$ cat config.mk
export PLATFORM = sky130hd
export DESIGN_NAME = alu_sequencer
export DESIGN_NICKNAME = d
export VERILOG_FILES = /design/src/rtl/alu_sequencer_pkg.sv /design/src/rtl/alu_sequencer_regfile.sv /design/src/rtl/alu_sequencer.sv
export SDC_FILE = /design/constraint.sdc
export NUM_CORES = 1
export LEC_CHECK = 0
export CORE_ASPECT_RATIO = 0.7
export CORE_MARGIN = 2
export CORE_UTILIZATION = 35
export CTS_CLUSTER_SIZE = 10
export DETAILED_ROUTE_END_ITERATION = 16
export GPL_ROUTABILITY_DRIVEN = 1
export HOLD_SLACK_MARGIN = 0.03
export MAX_ROUTING_LAYER = met4
export PLACE_DENSITY = 0.57
export SYNTH_ARGS = -nofsm -noshare
export SYNTH_HDL_FRONTEND = slang
export SYNTH_SLANG_ARGS = --single-unit
$ cat constraint.sdc
create_clock -name clock -period 3.8 [get_ports clock]
set_clock_uncertainty 0.15 [all_clocks]
set_input_delay 0.76 -clock clock [delete_from_list [all_inputs] [get_ports clock]]
set_output_delay 0.76 -clock clock [all_outputs]
set_load 0.05 [all_outputs]
$ cat src/rtl/alu_sequencer_pkg.sv
// rtl/alu_sequencer_pkg.sv - shared types, field positions and helpers for alu_sequencer
package alu_sequencer_pkg;

  localparam int XLEN = 16;

  typedef enum logic [3:0] {
    ALU_ADD   = 4'h0,
    ALU_SUB   = 4'h1,
    ALU_SLL   = 4'h2,
    ALU_SRL   = 4'h3,
    ALU_SRA   = 4'h4,
    ALU_SLT   = 4'h5,
    ALU_SLTU  = 4'h6,
    ALU_XOR   = 4'h7,
    ALU_OR    = 4'h8,
    ALU_AND   = 4'h9,
    ALU_LUI   = 4'hA,
    ALU_AUIPC = 4'hB
  } alu_op_t;

  typedef enum logic [3:0] {
    OP_ADD    = 4'h0,
    OP_SUB    = 4'h1,
    OP_SLL    = 4'h2,
    OP_SRL    = 4'h3,
    OP_SRA    = 4'h4,
    OP_SLT    = 4'h5,
    OP_SLTU   = 4'h6,
    OP_XOR    = 4'h7,
    OP_OR     = 4'h8,
    OP_AND    = 4'h9,
    OP_ADDI   = 4'hA,
    OP_LUI    = 4'hB,
    OP_AUIPC  = 4'hC,
    OP_RSVD_D = 4'hD,
    OP_RSVD_E = 4'hE,
    OP_RSVD_F = 4'hF
  } opcode_t;

  typedef enum logic [1:0] {
    S_IDLE,
    S_DECODE,
    S_EXECUTE,
    S_WRITEBACK
  } seq_state_t;

  localparam int OPC_MSB  = 15;
  localparam int OPC_LSB  = 12;
  localparam int RD_MSB   = 11;
  localparam int RD_LSB   = 9;
  localparam int RS1_MSB  = 8;
  localparam int RS1_LSB  = 6;
  localparam int RS2_MSB  = 5;
  localparam int RS2_LSB  = 3;
  localparam int IMM6_MSB = 5;
  localparam int IMM9_MSB = 8;

  function automatic logic [XLEN-1:0] sext_imm6(input logic [XLEN-1:0] ins);
    return {{(XLEN-IMM6_MSB-1){ins[IMM6_MSB]}}, ins[IMM6_MSB:0]};
  endfunction

endpackage

$ cat src/rtl/alu_sequencer_regfile.sv
// rtl/alu_sequencer_regfile.sv - register file, one sync write port, three comb read ports, r0 = 0
module seq_regfile
  import alu_sequencer_pkg::*;
#(
  parameter int NREGS = 8,
  parameter int AW    = $clog2(NREGS)
) (
  input  logic            clock,
  input  logic            reset,
  input  logic            we,
  input  logic [AW-1:0]   waddr,
  input  logic [XLEN-1:0] wdata,
  input  logic [AW-1:0]   raddr1,
  input  logic [AW-1:0]   raddr2,
  input  logic [AW-1:0]   dbg_addr,
  output logic [XLEN-1:0] rdata1,
  output logic [XLEN-1:0] rdata2,
  output logic [XLEN-1:0] dbg_data
);

  logic [XLEN-1:0] regs [NREGS];

  always_ff @(posedge clock) begin
    if (reset) begin
      for (int i = 0; i < NREGS; i++) regs[i] <= '0;
    end else if (we && (waddr != '0)) begin
      regs[waddr] <= wdata;
    end
  end

  assign rdata1   = (raddr1   == '0) ? '0 : regs[raddr1];
  assign rdata2   = (raddr2   == '0) ? '0 : regs[raddr2];
  assign dbg_data = (dbg_addr == '0) ? '0 : regs[dbg_addr];

endmodule

$ cat src/rtl/alu_sequencer.sv
// rtl/alu_sequencer.sv - 4-cycle issue/writeback controller for the 16-bit ALU
// Optional retire/illegal counters under macro ALU_SEQ_STATS_EN.
module alu_sequencer
  import alu_sequencer_pkg::*;
#(
  parameter int             NREGS    = 8,
  parameter logic [XLEN-1:0] PC_RESET = 16'h0000
) (
  input  logic                     clock,
  input  logic                     reset,
  input  logic                     instr_valid,
  input  logic [XLEN-1:0]          instr,
  output logic                     instr_ready,
  output alu_op_t                  alu_op,
  output logic [XLEN-1:0]          alu_input1,
  output logic [XLEN-1:0]          alu_input2,
  input  logic [XLEN-1:0]          alu_result,
  output logic                     wb_valid,
  output logic [$clog2(NREGS)-1:0] wb_rd,
  output logic [XLEN-1:0]          wb_data,
  output logic                     illegal_instr,
  output logic [XLEN-1:0]          pc,
  input  logic [$clog2(NREGS)-1:0] dbg_addr,
  output logic [XLEN-1:0]          dbg_data
`ifdef ALU_SEQ_STATS_EN
  ,
  output logic [15:0]              retired_count,
  output logic [15:0]              illegal_count
`endif
);

  seq_state_t      state, next_state;
  logic [XLEN-1:0] instr_q;
  logic [XLEN-1:0] result_q;
  logic [XLEN-1:0] rs1_data, rs2_data;
  opcode_t         opcode;
  logic            dec_legal;
  alu_op_t         dec_op;
  logic [XLEN-1:0] dec_in1, dec_in2;

  assign opcode  = opcode_t'(instr_q[OPC_MSB:OPC_LSB]);
  assign wb_rd   = instr_q[RD_MSB:RD_LSB];
  assign wb_data = result_q;

  seq_regfile #(.NREGS(NREGS)) u_regfile (
    .clock    (clock),
    .reset    (reset),
    .we       (wb_valid),
    .waddr    (wb_rd),
    .wdata    (result_q),
    .raddr1   (instr_q[RS1_MSB:RS1_LSB]),
    .raddr2   (instr_q[RS2_MSB:RS2_LSB]),
    .dbg_addr (dbg_addr),
    .rdata1   (rs1_data),
    .rdata2   (rs2_data),
    .dbg_data (dbg_data)
  );

  always_comb begin
    dec_legal = 1'b1;
    dec_op    = ALU_ADD;
    dec_in1   = rs1_data;
    dec_in2   = rs2_data;
    case (opcode)
      OP_ADD:   dec_op = ALU_ADD;
      OP_SUB:   dec_op = ALU_SUB;
      OP_SLL:   dec_op = ALU_SLL;
      OP_SRL:   dec_op = ALU_SRL;
      OP_SRA:   dec_op = ALU_SRA;
      OP_SLT:   dec_op = ALU_SLT;
      OP_SLTU:  dec_op = ALU_SLTU;
      OP_XOR:   dec_op = ALU_XOR;
      OP_OR:    dec_op = ALU_OR;
      OP_AND:   dec_op = ALU_AND;
      OP_ADDI:  dec_in2 = sext_imm6(instr_q);
      OP_LUI: begin
        dec_op  = ALU_LUI;
        dec_in1 = '0;
        dec_in2 = {instr_q[IMM9_MSB:0], 7'b0};
      end
      OP_AUIPC: begin
        dec_op  = ALU_AUIPC;
        dec_in1 = pc;
        dec_in2 = sext_imm6(instr_q);
      end
      default:  dec_legal = 1'b0;
    endcase
  end

  always_ff @(posedge clock) begin
    if (reset) state <= S_IDLE;
    else       state <= next_state;
  end

  always_comb begin
    next_state    = state;
    instr_ready   = 1'b0;
    illegal_instr = 1'b0;
    wb_valid      = 1'b0;
    case (state)
      S_IDLE: begin
        instr_ready = 1'b1;
        if (instr_valid) next_state = S_DECODE;
      end
      S_DECODE: begin
        if (dec_legal) begin
          next_state = S_EXECUTE;
        end else begin
          illegal_instr = 1'b1;
          next_state    = S_IDLE;
        end
      end
      S_EXECUTE:   next_state = S_WRITEBACK;
      S_WRITEBACK: begin
        wb_valid   = 1'b1;
        next_state = S_IDLE;
      end
      default:     next_state = S_IDLE;
    endcase
  end

  // ALU operands are held between instructions; only EXECUTE gives them meaning.
  always_ff @(posedge clock) begin
    if (reset) begin
      instr_q    <= '0;
      result_q   <= '0;
      alu_op     <= ALU_ADD;
      alu_input1 <= '0;
      alu_input2 <= '0;
      pc         <= PC_RESET;
    end else begin
      if (instr_ready && instr_valid) instr_q <= instr;
      if (state == S_DECODE && dec_legal) begin
        alu_op     <= dec_op;
        alu_input1 <= dec_in1;
        alu_input2 <= dec_in2;
      end
      if (state == S_EXECUTE) result_q <= alu_result;
      if (wb_valid || illegal_instr) pc <= pc + 16'd1;
    end
  end

`ifdef ALU_SEQ_STATS_EN
  always_ff @(posedge clock) begin
    if (reset) begin
      retired_count <= '0;
      illegal_count <= '0;
    end else begin
      if (wb_valid)      retired_count <= retired_count + 16'd1;
      if (illegal_instr) illegal_count <= illegal_count + 16'd1;
    end
  end
`endif

endmodule

[Word-level counts from Yosys, hierarchy flattened]
Memory sizes are Yosys's and may differ from the RTL's. A register that Yosys moved wholly into a read port is not among the register bits.
Cells that the tools add are included.
Widths: inputs -> output; s select.
Word-level totals
  bits in registers: 86
  memory bits (writable): 128
  output and inout port bits: 90
  word-level logic and storage cells: 64
  memories kept: 1
Cells by class
  add/sub/neg operators: 1
  equality and inequality tests: 16
  multiplexer cells: 26
  reductions and logical operators: 13
Memory list
  u_regfile.regs: words 8, bits a word 16, rd ports 3, clocked after memory_dff 2, wr ports 8, line alu_sequencer_regfile.sv:21  | logic [XLEN-1:0] regs [NREGS];
Operator list (count)
  $mux 16: 4
  $pmux 16 s2: 2
  $pmux 4 s11: 1
  $eq 4x4->1 const B: 5
  $add 16x1->16 const B: 1
  $eq 4x3->1 const B: 4
  $reduce_or 16->1: 1
  $mux 3: 5
  $reduce_or 13->1: 1
  $mux 1: 11
  $logic_not 3->1: 3
  $eq 4x2->1 const B: 2
  $pmux 2 s4: 1
  $eq 2x2->1 const B: 2
  $eq 4x1->1 const B: 1
  $logic_not 4->1: 1
  $mux 2: 2
  $logic_and 1x1->1: 3
  $reduce_bool 3->1: 1
  $eq 2x1->1 const B: 1
  $logic_not 2->1: 1
  $ne 2x2->1 const B: 1
  $reduce_or 2->1: 1
  $logic_or 1x1->1: 1

[Longest topological paths before layout]
  depth after elaboration: 8
  gate-level depth with buffers: 7

[Cells and area by module]
Synthesis repeated with hierarchy kept, for this count alone.
Second synthesis, totals
  cells, all modules: 1013
  area, all modules: 10978.0 µm²
By module, submodules not included
  seq_regfile: instances 1, cells an instance 570, area an instance 7269.5 µm²
  alu_sequencer: instances 1, cells an instance 443, area an instance 3708.6 µm²

[Least setup slack after synthesis]
No wires, ideal clock.
  path type: input port to output port
  start point: in dbg_addr[1]
  end point: out dbg_data[10]
  arrival: 2703 ps
  slack: 187 ps
  cell stages on the path: 5
  cells stage by stage: clkbuf_1 > nor2b_1 > buf_2 > a22oi_1 > o21ai_0
On the way
  word-level cells in the longest chain between the ends: 2
  elaborated cells between the ends (all ways): 3
  classes of those cells: mux: 1; reduce/logical: 1; memory: 1
RTL lines
  start: declaration: line alu_sequencer.sv:23  | input logic [$clog2(NREGS)-1:0] dbg_addr,
  $mem_v2 8x16 or $logic_not 3->1 (tied branches)
  $mux 16 *: line alu_sequencer_regfile.sv:33  | assign dbg_data = (dbg_addr == '0) ? '0 : regs[dbg_addr];
  end: declaration: line alu_sequencer.sv:24  | output logic [XLEN-1:0] dbg_data
Every way passes the cells marked *; elsewhere a longest branch is shown, timed or not.

[Worst setup path after layout]
  start point: in dbg_addr[1]
  end point: out dbg_data[3]
Same word-level chain as after synthesis.

==> impl_metrics.yaml <==
status:
  status: "complete, no violations"
route:
  drcViolationCount: 0
  wl_per_cell_um: 23.62
  wl_um: 34630
  antenna_left: 0
  dr_total_vias: 8009
  first_pass_iters: 5
  viasPerCell: 5.463
  drtIter0Drc: 716
grt:
  grt_pass1_wl_um: 51630
  global_route.overflow_total: 0
  grt_usage: 0.2152
  grt_max_degree: 35
  grt_pass1_vias: 7921
  antenna_found_initial: 1
place:
  dp_hpwl_um: 22560
  dpl-instance-area_um2: 13080
  io_buffers: 127
  place_inst: 1420
  dpl_worst_slack_ns: 0.2679
  gp_congestion: 0.8330
hold_path:
  hold_class: "register to register"
  hold_path.startpoint: "alu_op[3]"
  min_path_cells: 2
  min_to: "alu_op[3]"
yosys:
  synth-edff-count: 128
  synth_area_um2: 11110
  ys_async_sr_fraction: 0
  ys_warn_count: 0
  synthDistinctLibCells: 59
  yosys.area.top_type: "edfxtp_1"
  synth_seq_cells: 220
  synth_cells: 893
  synth.area.top_cells: "edfxtp_1 (35%), dfxtp_1 (17%), mux4_2 (16%)"
  synth_top_area_frac: 0.3461
  synth-main-ff-cell: "edfxtp_1"
  yosysMostFrequentCell: "edfxtp_1"
  syn_area_per_cell_um2: 12.44
  ys_top_cells_by_count: "edfxtp_1 (128), and2_1 (116), nand2_1 (107), dfxtp_1 (92), mux4_2 (80)"
  ys_seq_area_frac: 0.5119
critical_path:
  r2r-start: "state[0]"
  cpPeakStageDelay_ns: 0.50
  criticalPathCategory: "input pin to primary output"
  worstPathArrival_ns: 2.63
  cp_slowest_cell: "clkdlybuf4s50_1"
  critPathBufInv: 5
  cp-end-kind: "primary output"
  crit_path_start_kind: "input pin"
  cp.required_ns: 2.89
  ff2ff_path_depth: 4
  cpLargestDelayFamily: "buffers and inverters"
  cp_cell_sequence: "clkdlybuf4s50_1 -> buf_12 -> nor2b_1 -> buf_4 -> a22oi_1 -> o21ai_0 -> buf_4 -> buf_12"
  r2r-end: "u_regfile.regs[6][7]"
  cp_max_fo: 34
  regToRegSetupSlack_ns: 0.88
clock_tree:
  clk_latency_ns: 0.54
  cts_max_level: 1
  hold_buffers: 0
  cts_sinks: 220
  cts.clk_slew.worst_paths_ns: 0.05
  cts_buffers: 26
  post_cts_buffers: 0
  cts_tree: "yes"
  cts_root_buf: "clkbuf_16"
  clockBufferDepth: 3
  ctsResizeCount: 0
timing:
  hold_viol: 0
  relSlewSlack: 0.3105
  fmax_ghz: 0.2821
  slew_viol_final: 0
  finalSetupViolations: 0
  period_share: 0.9329
  setup_ws_ns: 0.2551
  tightest_slew_ns: 1.030
  finalSetupTns_ns: 0
  min_period_ns: 3.545
  hold_ws_ns: 0.3212
  rsz0062_at_grt: "no"
die:
  die-area_um2: 33200
  design.core.area_um2: 31210
  die_h_um: 153.0
  start_util: 0.3558
  pin_count: 128
  core.rowCount: 54
  fp.dieW_um: 216.9
cells_and_area:
  drive_gt1_frac: 0.2134
  synthToLayoutAreaGrowth_pct: 24.72
  multi_input_area_um2: 5119
  layoutNonFillerInstCount: 1466
  fin_nets: 1067
  fillers: 2916
  register_area_um2: 5689
  fin_area_um2: 13850
  final_core_util: 0.4438
flow_run:
  cap_violations: 0
power:
  power-per-cell-area_nw_per_um2: 435.8
  p_total_mw: 6.036
  static-leakage-power_nw: 4.740
  ir_drop_v: 0.0002727
-- worst reg2reg max path, cell delays in order (launching register included) --
cell and delay (ns):
dfxtp_1 0.60, and2_1 0.31, or3b_1 0.46, nor2_2 0.44, or2_2 0.60
-- registers in the layout (all words and copies together), names as in the netlist, named ones only --
name and flops:
u_regfile.regs 128, alu_input1 16, alu_input2 16, instr_q 16, pc 16, wb_data 16, alu_op 4, state 1
-- cell type report --
class,instances,area share
sequential,220,0.4107
multi-input combinational,614,0.3695
timing repair buffer,163,0.1250
clock buffer,45,0.05582
tap,420,0.03794
inverter,3,0.0008129
antenna,1,0.0001807
-- how the worst max path moves through the flow --
stage                      startpoint            to  depth (start not counted)
final                     dbg_addr[1]   dbg_data[3]                          8
after global routing      dbg_addr[1]   dbg_data[3]                          8
after CTS                 dbg_addr[1]   dbg_data[3]                          8
after detailed placement  dbg_addr[1]  dbg_data[15]                          8
after global placement    dbg_addr[1]  dbg_data[15]                          8
after floorplan           dbg_addr[1]  dbg_data[10]                          5
-- report_power, final --
group | leakage (nW) | internal (mW) | total [mW] | switching (mW)
clock | 0.372 | 1.36 | 2.35 | 0.985
combinational | 2.31 | 0.405 | 0.928 | 0.523
sequential | 2.06 | 2.62 | 2.76 | 0.138
-- cell usage in the layout, fill, tap and decap left out, types with 4 or more instances in the layout --
master	Yosys	final
xor2_1	7	7
and2_1	116	116
a22oi_1	35	35
mux4_2	80	80
mux2_2	25	25
or2_2	7	7
or4_1	5	5
o21ai_2	9	9
o31ai_1	5	5
conb_1	1	16
o21ai_1	8	8
nor2_2	4	4
mux2i_1	23	23
buf_12	0	19
o21bai_1	8	8
nand2_1	107	107
clkbuf_16	0	27
nand2b_1	7	7
edfxtp_1	128	128
clkbuf_1	33	15
a31oi_1	10	10
clkdlybuf4s50_1	0	109
o21ai_0	25	25
nor2_1	20	20
nor3_1	6	6
a21oi_1	46	46
dfxtp_1	92	89
buf_4	8	34
-- kinds of logic after synthesis --
logic type                 synth area share
xor gates and xnor gates           0.006309
and+or+nand+nor                      0.1446
muxes                                0.2083
other                             0.0003376
AOI/OAI and AO/OA                   0.09508
buffers and inverters               0.03233
DFF                                  0.5119
adders and majority gates          0.001126
-- layer usage --
layer | GRT usage | vias to the layer above | wire length (um)
met4 | 0.05316 | 0 | 830
li1 | - | 3614 | -
met2 | 0.3147 | 299 | 15420
met1 | 0.3073 | 4040 | 15950
met5 | - | - | 0
met3 | 0.04179 | 56 | 2435
(Power assumes the default switching activity.)
